**config.mk**
```make
export PLATFORM = sky130hd
export DESIGN_NAME = hella_cache_master_engine_flat
export DESIGN_NICKNAME = d
export VERILOG_FILES = /design/src/rtl/hella_cache_master_pkg.sv /design/src/rtl/hella_cache_master_engine_if.sv /design/src/rtl/hella_cache_rsp_capture.sv /design/src/rtl/hella_cache_master_engine.sv /design/src/flat_wrapper.sv
export SDC_FILE = /design/constraint.sdc
export NUM_CORES = 1
export LEC_CHECK = 0
export BUFFER_PORTS_ARGS = -buffer_cell sky130_fd_sc_hd__buf_2
export CAP_MARGIN = 20
export CORE_AREA = 2 2 132 134
export CTS_CLUSTER_DIAMETER = 50
export DETAILED_ROUTE_END_ITERATION = 6
export DIE_AREA = 0 0 134 136
export PLACE_DENSITY = 0.68
export SLEW_MARGIN = 10
export SYNTH_ARGS = -nofsm -noshare
export SYNTH_HDL_FRONTEND = slang
export SYNTH_HIERARCHICAL = 1
export SYNTH_SLANG_ARGS = --single-unit
```
**constraint.sdc**
```tcl
create_clock -name clock -period 3.35 [get_ports clock]
set_input_delay 0.335 -clock clock [delete_from_list [all_inputs] [get_ports clock]]
set_output_delay 0.335 -clock clock [all_outputs]
set_load 0.1 [all_outputs]
```
**src/rtl/hella_cache_master_pkg.sv**
```systemverilog
// Shared types and constants for the HellaCache master engine.
package hella_cache_master_pkg;

    localparam int CMD_W = 5;
    localparam int TYP_W = 3;

    // Memory command codes
    localparam logic [CMD_W-1:0] M_XRD = 5'd0;
    localparam logic [CMD_W-1:0] M_XWR = 5'd1;

    // Operand size codes
    localparam logic [TYP_W-1:0] MT_B = 3'd0;
    localparam logic [TYP_W-1:0] MT_H = 3'd1;
    localparam logic [TYP_W-1:0] MT_W = 3'd2;
    localparam logic [TYP_W-1:0] MT_D = 3'd3;

    typedef enum logic [1:0] {
        IDLE = 2'd0,
        REQ  = 2'd1,
        GAP  = 2'd2
    } state_e;

endpackage

```
**src/rtl/hella_cache_master_engine_if.sv**
```systemverilog
// Bundle of the local command, cache request, cache response and captured
// response signals. "master" is the engine side, "slave" the environment.
interface hella_cache_master_engine_if #(
    parameter int NUM_ADDR_BITS = 32,
    parameter int NUM_DATA_BITS = 32,
    parameter int NUM_TAG_BITS  = 7
);
    import hella_cache_master_pkg::*;

    localparam int MASK_W = NUM_DATA_BITS / 8;

    // Local command channel
    logic                     cmd_valid;
    logic                     cmd_ready;
    logic [NUM_ADDR_BITS-1:0] cmd_addr;
    logic [NUM_TAG_BITS-1:0]  cmd_tag;
    logic [CMD_W-1:0]         cmd_cmd;
    logic [TYP_W-1:0]         cmd_typ;
    logic [NUM_DATA_BITS-1:0] cmd_data;
    logic [MASK_W-1:0]        cmd_mask;
    logic                     clear_kill;

    // Cache request channel
    logic [NUM_ADDR_BITS-1:0] req_addr;
    logic                     req_ready;
    logic                     req_valid;
    logic [NUM_TAG_BITS-1:0]  req_tag;
    logic [CMD_W-1:0]         req_cmd;
    logic [TYP_W-1:0]         req_typ;
    logic [NUM_DATA_BITS-1:0] req_data;
    logic [MASK_W-1:0]        req_data_mask;
    logic                     req_kill;

    // Cache response channel
    logic                     rsp_valid;
    logic                     rsp_nack;
    logic [NUM_TAG_BITS-1:0]  rsp_tag;
    logic [TYP_W-1:0]         rsp_typ;
    logic [NUM_DATA_BITS-1:0] rsp_data;

    // Captured response for the local consumer
    logic                     out_valid;
    logic                     out_nack;
    logic [NUM_TAG_BITS-1:0]  out_tag;
    logic [TYP_W-1:0]         out_typ;
    logic [NUM_DATA_BITS-1:0] out_data;

    modport master (
        input  cmd_valid, cmd_addr, cmd_tag, cmd_cmd, cmd_typ, cmd_data, cmd_mask, clear_kill,
        input  req_ready, rsp_valid, rsp_nack, rsp_tag, rsp_typ, rsp_data,
        output cmd_ready, req_addr, req_valid, req_tag, req_cmd, req_typ, req_data,
        output req_data_mask, req_kill, out_valid, out_nack, out_tag, out_typ, out_data
    );

    modport slave (
        output cmd_valid, cmd_addr, cmd_tag, cmd_cmd, cmd_typ, cmd_data, cmd_mask, clear_kill,
        output req_ready, rsp_valid, rsp_nack, rsp_tag, rsp_typ, rsp_data,
        input  cmd_ready, req_addr, req_valid, req_tag, req_cmd, req_typ, req_data,
        input  req_data_mask, req_kill, out_valid, out_nack, out_tag, out_typ, out_data
    );

endinterface

```
**src/rtl/hella_cache_rsp_capture.sv**
```systemverilog
// Response capture registers and the sticky kill register.
module hella_cache_rsp_capture
    import hella_cache_master_pkg::*;
#(
    parameter int NUM_DATA_BITS = 32,
    parameter int NUM_TAG_BITS  = 7
) (
    input  logic                     clock,
    input  logic                     reset,
    input  logic                     rsp_valid,
    input  logic                     rsp_nack,
    input  logic [NUM_TAG_BITS-1:0]  rsp_tag,
    input  logic [TYP_W-1:0]         rsp_typ,
    input  logic [NUM_DATA_BITS-1:0] rsp_data,
    input  logic                     clear_kill,
    input  logic                     handshake,
    output logic                     out_valid,
    output logic                     out_nack,
    output logic [NUM_TAG_BITS-1:0]  out_tag,
    output logic [TYP_W-1:0]         out_typ,
    output logic [NUM_DATA_BITS-1:0] out_data,
    output logic                     kill
);

    logic rsp_seen;
    assign rsp_seen = rsp_valid | rsp_nack;

    // Register any response or nack; fields hold when nothing arrives.
    // NOTE: sequential state uses <= so every flop samples pre-edge values.
    always_ff @(posedge clock or negedge reset) begin
        if (!reset) begin
            out_valid <= 1'b0;
            out_nack  <= 1'b0;
            out_tag   <= '0;
            out_typ   <= '0;
            out_data  <= '0;
        end else begin
            out_valid <= rsp_seen;
            if (rsp_seen) begin
                out_nack <= rsp_nack;
                out_tag  <= rsp_tag;
                out_typ  <= rsp_typ;
                out_data <= rsp_data;
            end
        end
    end

    // Sticky kill: a nack wins over a same-cycle clear.
    always_ff @(posedge clock or negedge reset) begin
        if (!reset) begin
            kill <= 1'b0;
        end else if (rsp_nack) begin
            kill <= 1'b1;
        end else if (clear_kill || handshake) begin
            kill <= 1'b0;
        end
    end

endmodule

```
**src/rtl/hella_cache_master_engine.sv**
```systemverilog
// HellaCache master engine: accepts one local command at a time, drives the
// cache request channel, presents write data one cycle after the handshake,
// and captures responses. Optional macro HELLA_NACK_FAST_KILL_EN makes
// req_kill follow rsp_nack combinationally in the same cycle.
module hella_cache_master_engine
    import hella_cache_master_pkg::*;
#(
    parameter int NUM_ADDR_BITS = 32,
    parameter int NUM_DATA_BITS = 32,
    parameter int NUM_TAG_BITS  = 7
) (
    input logic                       clock,
    input logic                       reset,
    hella_cache_master_engine_if.master bus
);

    localparam int MASK_W = NUM_DATA_BITS / 8;

    state_e state, state_next;
    logic   idle_ready;
    logic   accept;
    logic   handshake;
    logic   kill;

    logic [NUM_ADDR_BITS-1:0] addr_q;
    logic [NUM_TAG_BITS-1:0]  tag_q;
    logic [CMD_W-1:0]         cmd_q;
    logic [TYP_W-1:0]         typ_q;
    logic [MASK_W-1:0]        mask_q;
    logic [NUM_DATA_BITS-1:0] data_stored;
    logic [NUM_DATA_BITS-1:0] data_s1;

    // State register.
    always_ff @(posedge clock or negedge reset) begin
        if (!reset) state <= IDLE;
        else        state <= state_next;
    end

    // Next-state and handshake decode.
    // NOTE: every signal gets a default first so no path can infer a latch.
    always_comb begin
        state_next = state;
        idle_ready = 1'b0;
        accept     = 1'b0;
        handshake  = 1'b0;
        case (state)
            IDLE: begin
                idle_ready = 1'b1;
                if (bus.cmd_valid) begin
                    accept     = 1'b1;
                    state_next = REQ;
                end
            end
            REQ: begin
                if (bus.req_ready) begin
                    handshake  = 1'b1;
                    state_next = GAP;
                end
            end
            GAP:     state_next = IDLE;
            default: state_next = IDLE;
        endcase
    end

    // Request fields load on accept and clear on handshake; s1 data follows.
    always_ff @(posedge clock or negedge reset) begin
        if (!reset) begin
            addr_q      <= '0;
            tag_q       <= '0;
            cmd_q       <= '0;
            typ_q       <= '0;
            mask_q      <= '0;
            data_stored <= '0;
            data_s1     <= '0;
        end else if (accept) begin
            addr_q      <= bus.cmd_addr;
            tag_q       <= bus.cmd_tag;
            cmd_q       <= bus.cmd_cmd;
            typ_q       <= bus.cmd_typ;
            mask_q      <= bus.cmd_mask;
            data_stored <= bus.cmd_data;
        end else if (handshake) begin
            addr_q      <= '0;
            tag_q       <= '0;
            cmd_q       <= '0;
            typ_q       <= '0;
            mask_q      <= '0;
            data_s1     <= data_stored;
        end
    end

    hella_cache_rsp_capture #(
        .NUM_DATA_BITS (NUM_DATA_BITS),
        .NUM_TAG_BITS  (NUM_TAG_BITS)
    ) u_rsp_capture (
        .clock      (clock),
        .reset      (reset),
        .rsp_valid  (bus.rsp_valid),
        .rsp_nack   (bus.rsp_nack),
        .rsp_tag    (bus.rsp_tag),
        .rsp_typ    (bus.rsp_typ),
        .rsp_data   (bus.rsp_data),
        .clear_kill (bus.clear_kill),
        .handshake  (handshake),
        .out_valid  (bus.out_valid),
        .out_nack   (bus.out_nack),
        .out_tag    (bus.out_tag),
        .out_typ    (bus.out_typ),
        .out_data   (bus.out_data),
        .kill       (kill)
    );

    // cmd_ready is gated by reset because the FSM already sits in IDLE then.
    assign bus.cmd_ready     = reset & idle_ready;
    assign bus.req_valid     = (state == REQ);
    assign bus.req_addr      = addr_q;
    assign bus.req_tag       = tag_q;
    assign bus.req_cmd       = cmd_q;
    assign bus.req_typ       = typ_q;
    assign bus.req_data_mask = mask_q;
    assign bus.req_data      = data_s1;

`ifdef HELLA_NACK_FAST_KILL_EN
    assign bus.req_kill = reset & (bus.rsp_nack | kill);
`else
    assign bus.req_kill = kill;
`endif

endmodule

```
**src/flat_wrapper.sv**
```systemverilog
// flat-port wrapper written by rule: the top's interface ports become plain ports
module hella_cache_master_engine_flat import hella_cache_master_pkg::*;
#(
    parameter int NUM_ADDR_BITS = 32,
    parameter int NUM_DATA_BITS = 32,
    parameter int NUM_TAG_BITS  = 7
)
  (clock, reset, bus_cmd_valid, bus_cmd_addr, bus_cmd_tag, bus_cmd_cmd, bus_cmd_typ, bus_cmd_data, bus_cmd_mask, bus_clear_kill, bus_req_ready, bus_rsp_valid, bus_rsp_nack, bus_rsp_tag, bus_rsp_typ, bus_rsp_data, bus_cmd_ready, bus_req_addr, bus_req_valid, bus_req_tag, bus_req_cmd, bus_req_typ, bus_req_data, bus_req_data_mask, bus_req_kill, bus_out_valid, bus_out_nack, bus_out_tag, bus_out_typ, bus_out_data);
  hella_cache_master_engine_if #(.NUM_ADDR_BITS(NUM_ADDR_BITS), .NUM_DATA_BITS(NUM_DATA_BITS), .NUM_TAG_BITS(NUM_TAG_BITS)) bus_i ();
  input logic clock;
  input logic reset;
  input wire logic [$bits(bus_i.cmd_valid)-1:0] bus_cmd_valid;
  input wire logic [$bits(bus_i.cmd_addr)-1:0] bus_cmd_addr;
  input wire logic [$bits(bus_i.cmd_tag)-1:0] bus_cmd_tag;
  input wire logic [$bits(bus_i.cmd_cmd)-1:0] bus_cmd_cmd;
  input wire logic [$bits(bus_i.cmd_typ)-1:0] bus_cmd_typ;
  input wire logic [$bits(bus_i.cmd_data)-1:0] bus_cmd_data;
  input wire logic [$bits(bus_i.cmd_mask)-1:0] bus_cmd_mask;
  input wire logic [$bits(bus_i.clear_kill)-1:0] bus_clear_kill;
  input wire logic [$bits(bus_i.req_ready)-1:0] bus_req_ready;
  input wire logic [$bits(bus_i.rsp_valid)-1:0] bus_rsp_valid;
  input wire logic [$bits(bus_i.rsp_nack)-1:0] bus_rsp_nack;
  input wire logic [$bits(bus_i.rsp_tag)-1:0] bus_rsp_tag;
  input wire logic [$bits(bus_i.rsp_typ)-1:0] bus_rsp_typ;
  input wire logic [$bits(bus_i.rsp_data)-1:0] bus_rsp_data;
  output wire logic [$bits(bus_i.cmd_ready)-1:0] bus_cmd_ready;
  output wire logic [$bits(bus_i.req_addr)-1:0] bus_req_addr;
  output wire logic [$bits(bus_i.req_valid)-1:0] bus_req_valid;
  output wire logic [$bits(bus_i.req_tag)-1:0] bus_req_tag;
  output wire logic [$bits(bus_i.req_cmd)-1:0] bus_req_cmd;
  output wire logic [$bits(bus_i.req_typ)-1:0] bus_req_typ;
  output wire logic [$bits(bus_i.req_data)-1:0] bus_req_data;
  output wire logic [$bits(bus_i.req_data_mask)-1:0] bus_req_data_mask;
  output wire logic [$bits(bus_i.req_kill)-1:0] bus_req_kill;
  output wire logic [$bits(bus_i.out_valid)-1:0] bus_out_valid;
  output wire logic [$bits(bus_i.out_nack)-1:0] bus_out_nack;
  output wire logic [$bits(bus_i.out_tag)-1:0] bus_out_tag;
  output wire logic [$bits(bus_i.out_typ)-1:0] bus_out_typ;
  output wire logic [$bits(bus_i.out_data)-1:0] bus_out_data;
  assign bus_i.cmd_valid = bus_cmd_valid;
  assign bus_i.cmd_addr = bus_cmd_addr;
  assign bus_i.cmd_tag = bus_cmd_tag;
  assign bus_i.cmd_cmd = bus_cmd_cmd;
  assign bus_i.cmd_typ = bus_cmd_typ;
  assign bus_i.cmd_data = bus_cmd_data;
  assign bus_i.cmd_mask = bus_cmd_mask;
  assign bus_i.clear_kill = bus_clear_kill;
  assign bus_i.req_ready = bus_req_ready;
  assign bus_i.rsp_valid = bus_rsp_valid;
  assign bus_i.rsp_nack = bus_rsp_nack;
  assign bus_i.rsp_tag = bus_rsp_tag;
  assign bus_i.rsp_typ = bus_rsp_typ;
  assign bus_i.rsp_data = bus_rsp_data;
  assign bus_cmd_ready = bus_i.cmd_ready;
  assign bus_req_addr = bus_i.req_addr;
  assign bus_req_valid = bus_i.req_valid;
  assign bus_req_tag = bus_i.req_tag;
  assign bus_req_cmd = bus_i.req_cmd;
  assign bus_req_typ = bus_i.req_typ;
  assign bus_req_data = bus_i.req_data;
  assign bus_req_data_mask = bus_i.req_data_mask;
  assign bus_req_kill = bus_i.req_kill;
  assign bus_out_valid = bus_i.out_valid;
  assign bus_out_nack = bus_i.out_nack;
  assign bus_out_tag = bus_i.out_tag;
  assign bus_out_typ = bus_i.out_typ;
  assign bus_out_data = bus_i.out_data;
  hella_cache_master_engine #(.NUM_ADDR_BITS(NUM_ADDR_BITS), .NUM_DATA_BITS(NUM_DATA_BITS), .NUM_TAG_BITS(NUM_TAG_BITS)) u_core (.clock(clock), .reset(reset), .bus(bus_i));
endmodule
```
==> run_results.csv <==
group,metric,value,unit
status,status,"completed",
routing,wl_met1,7.02,mm
global_routing,grt_pass1_vias,4938,
synthesis,synth-seq-area-share,60.1,%
sta,clock.fmax,0.426,GHz
synthesis,synthesis.nets,604,
worst_setup_path,cp_cell_sequence,"buf_4 -> nor3b_1 -> buf_2",
floorplanning,pin_count,262,
finish,fillers,1486,
placed_design,dp_cells,931,
cts,cts_sinks,162,
cts,h-tree-depth,4,
floorplanning,dieHeight,136,um
routing,num_vias,4680,
global_routing,grt_max_degree,83,
routing,maxUsedRoutingLayer,"met4",
synthesis,synth_top_family_by_area,"multiplexers",
routing,drt_iter0_drc,234,
sta,finClkSkew,0.0142,ns
worst_setup_path,critPathSlowestCell,"dfrtp_2",
finish,antennaDiodeCount,0,
floorplanning,start_util,40.0,%
worst_setup_path,slowest_delay,0.50,ns
worst_setup_path,startpoint_type,"register",
worst_setup_path,worstSetupPathType,"register to primary output",
finish,fin_cells,963,
sta,setup_viol,0,
floorplanning,rows,48,
sta,hold_viol,0,
sta,period_minus_slack,2.35,ns
synthesis,synth_simple_gate_area_share,5.76,%
cts,numCtsBuffers,17,
synthesis,synth-xor-area-share,0,%
flow_run,cap_violations,0,
routing,postRouteAntennaNets,0,
cts,root_buffer,"clkbuf_16",
placed_design,gp_congestion,0.743,
global_routing,grt_pass1_wl,25.5,mm
placed_design,portBuffers,261,
floorplanning,die_w,134,um
floorplanning,dieArea,18200,um2
synthesis,synthMuxAreaShare,19.5,%
sta,fin_tns_setup,0,ns
sta,worstMarginPinSlew,1.03,ns
routing,dr.pass1.iters,4,
routing,vias_per_cell,4.86,
cts,post_cts_buffers,0,
worst_setup_path,critical_path.top_delay_family,"buffers and inverters",
finish,syn_to_final_growth,30.0,%
synthesis,synthesis.yosys.warnings,6,
routing,drc,0,
worst_setup_path,worstSetupEndpointType,"primary output",
synthesis,syn_avg_cell_area,14.3,um2
synthesis,synth_compound_area_share,10.8,%
sta,fin_crit_sh,70.1,%
global_routing,groute.usage.overall,17.8,%
cts,clkLatencyLatePin,0.42,ns
synthesis,ys_seq_elements,162,
finish,finalNetCount,860,
sta,timing.hold.ws,0.137,ns
routing,route.met2.wl,8.20,mm
cts,cts_buffer_depth,2,
cts,path_clk_slew,0.06,ns
synthesis,synth_cell_types,23,
worst_setup_path,critical_path_arrival,2.01,ns
worst_hold_path,min_path_type,"primary input to register",
synthesis,synth_fa_ha_area_share,0,%
synthesis,synthCells,472,
global_routing,overflow,0,
cts,cts_tree,"built",
cts,cts_resized,0,
sta,rsz0062_at_grt,"false",
worst_setup_path,path_buf_inv,2,
worst_setup_path,path_max_fanout,46,
floorplanning,core-area,16900,um2
sta,slew_headroom,31.3,%
worst_setup_path,crit_required,3.01,ns
synthesis,netlist_area,6750,um2
routing,routed_wl,16.4,mm
finish,drive_above_1_share,50.8,%
routing,wire_per_inst,17.0,um
sta,report.final.slew_viol_count,0,
global_routing,antenna_found_initial,0,
placed_design,dp_hpwl,11.6,mm
routing,dr_wl_met3,828,um
==> cell families after synthesis <==
kind of cell | count (synthesis)
flip-flops | 162
AO/OA/AOI/OAI | 106
multiplexers | 106
AND/OR/NAND/NOR | 60
buffers and inverters | 38
==> final timing paths <==
check / endpoint / startpoint / slack [ns] / cells after the start
min in group asynchronous: u_core/data_stored[0] / reset / 0.30 / 2
worst min-delay path: u_core/state[0] / bus_req_ready / 0.14 / 2
worst max-delay path: bus_cmd_ready / u_core/state[0] / 1.00 / 3
max in group asynchronous: u_core/state[0] / reset / 1.96 / 3
worst min register to register: u_core/u_rsp_capture/out_nack / u_core/u_rsp_capture/out_nack / 0.47 / 1
worst max register to register: u_core/bus.req_addr[9] / u_core/state[0] / 1.16 / 3
==> metrics by stage <==
step / instance area (um2) / setup slack (ns) / utilization [%]
4_1_cts: 8730 / 0.926 / 51.7
5_1_grt: 8770 / 0.898 / 52.0
3_3_place_gp: 8170 / 1.28 / 48.4
6_report: 8770 / 1.00 / 52.0
3_5_place_dp: 8170 / 1.15 / 48.4
2_1_floorplan: 6750 / 0.242 / -
==> Yosys cell counts, drive strengths merged <==
library cell / instances / area [um2]
nor2b: 52 / 335
mux2: 106 / 1320
inv: 3 / 11.3
dfrtp: 162 / 4050
and2b: 2 / 15.0
a211oi: 1 / 7.51
o2bb2ai: 51 / 447
a21oi: 51 / 255
a21o: 3 / 22.5
and2: 2 / 12.5
nor2: 3 / 18.8
nor3b: 1 / 7.51
clkbuf: 20 / 115
buf: 15 / 131
==> state kept, by name, summed over array words and instances (netlist names), 3 cells and up <==
| register | flops |
|---|---|
| u_core/bus.req_data_mask | 4 |
| u_core/u_rsp_capture/out_data | 32 |
| u_core/u_rsp_capture/out_typ | 3 |
| u_core/bus.req_cmd | 5 |
| u_core/u_rsp_capture/out_tag | 7 |
| u_core/data_stored | 32 |
| u_core/bus.req_addr | 32 |
| u_core/bus.req_tag | 7 |
| u_core/bus.req_typ | 3 |
| u_core/bus.req_data | 32 |
==> cell type report <==
class	count	area (um2)	area share, %
sequential	162	4060	46.2
multi-input combinational	272	2440	27.9
timing repair buffer	272	1430	16.3
clock buffer	22	474	5.40
tap	225	282	3.21
clock inverter	7	77.6	0.884
inverter	3	11.3	0.128
==> layer usage <==
metal	vias up	global-route usage (%)
met5	-	0
met4	0	6.86
met3	21	4.21
met2	147	30.1
met1	2326	22.3
li1	2186	-
==> repair_timing <==
item,CTS,global route
hold endpoints to repair,14,0
setup endpoints to repair,0,0
hold buffers,1,0
==> layout by cell type (no fill, tap or decap), drive strengths merged <==
cell         count
a211oi           1
nor3b            1
a21oi           51
and2             2
a21o             3
nor2b           52
bufinv           1
dlygate4sd3      1
clkbuf          22
mux2           106
buf            271
o2bb2ai         51
dfrtp          162
inv              5
nor2             3
and2b            2
clkinvlp         4
Power is left out: the tool's default activity adds up to more than one toggle a clock period on the data nets, which glitch-free logic cannot reach.
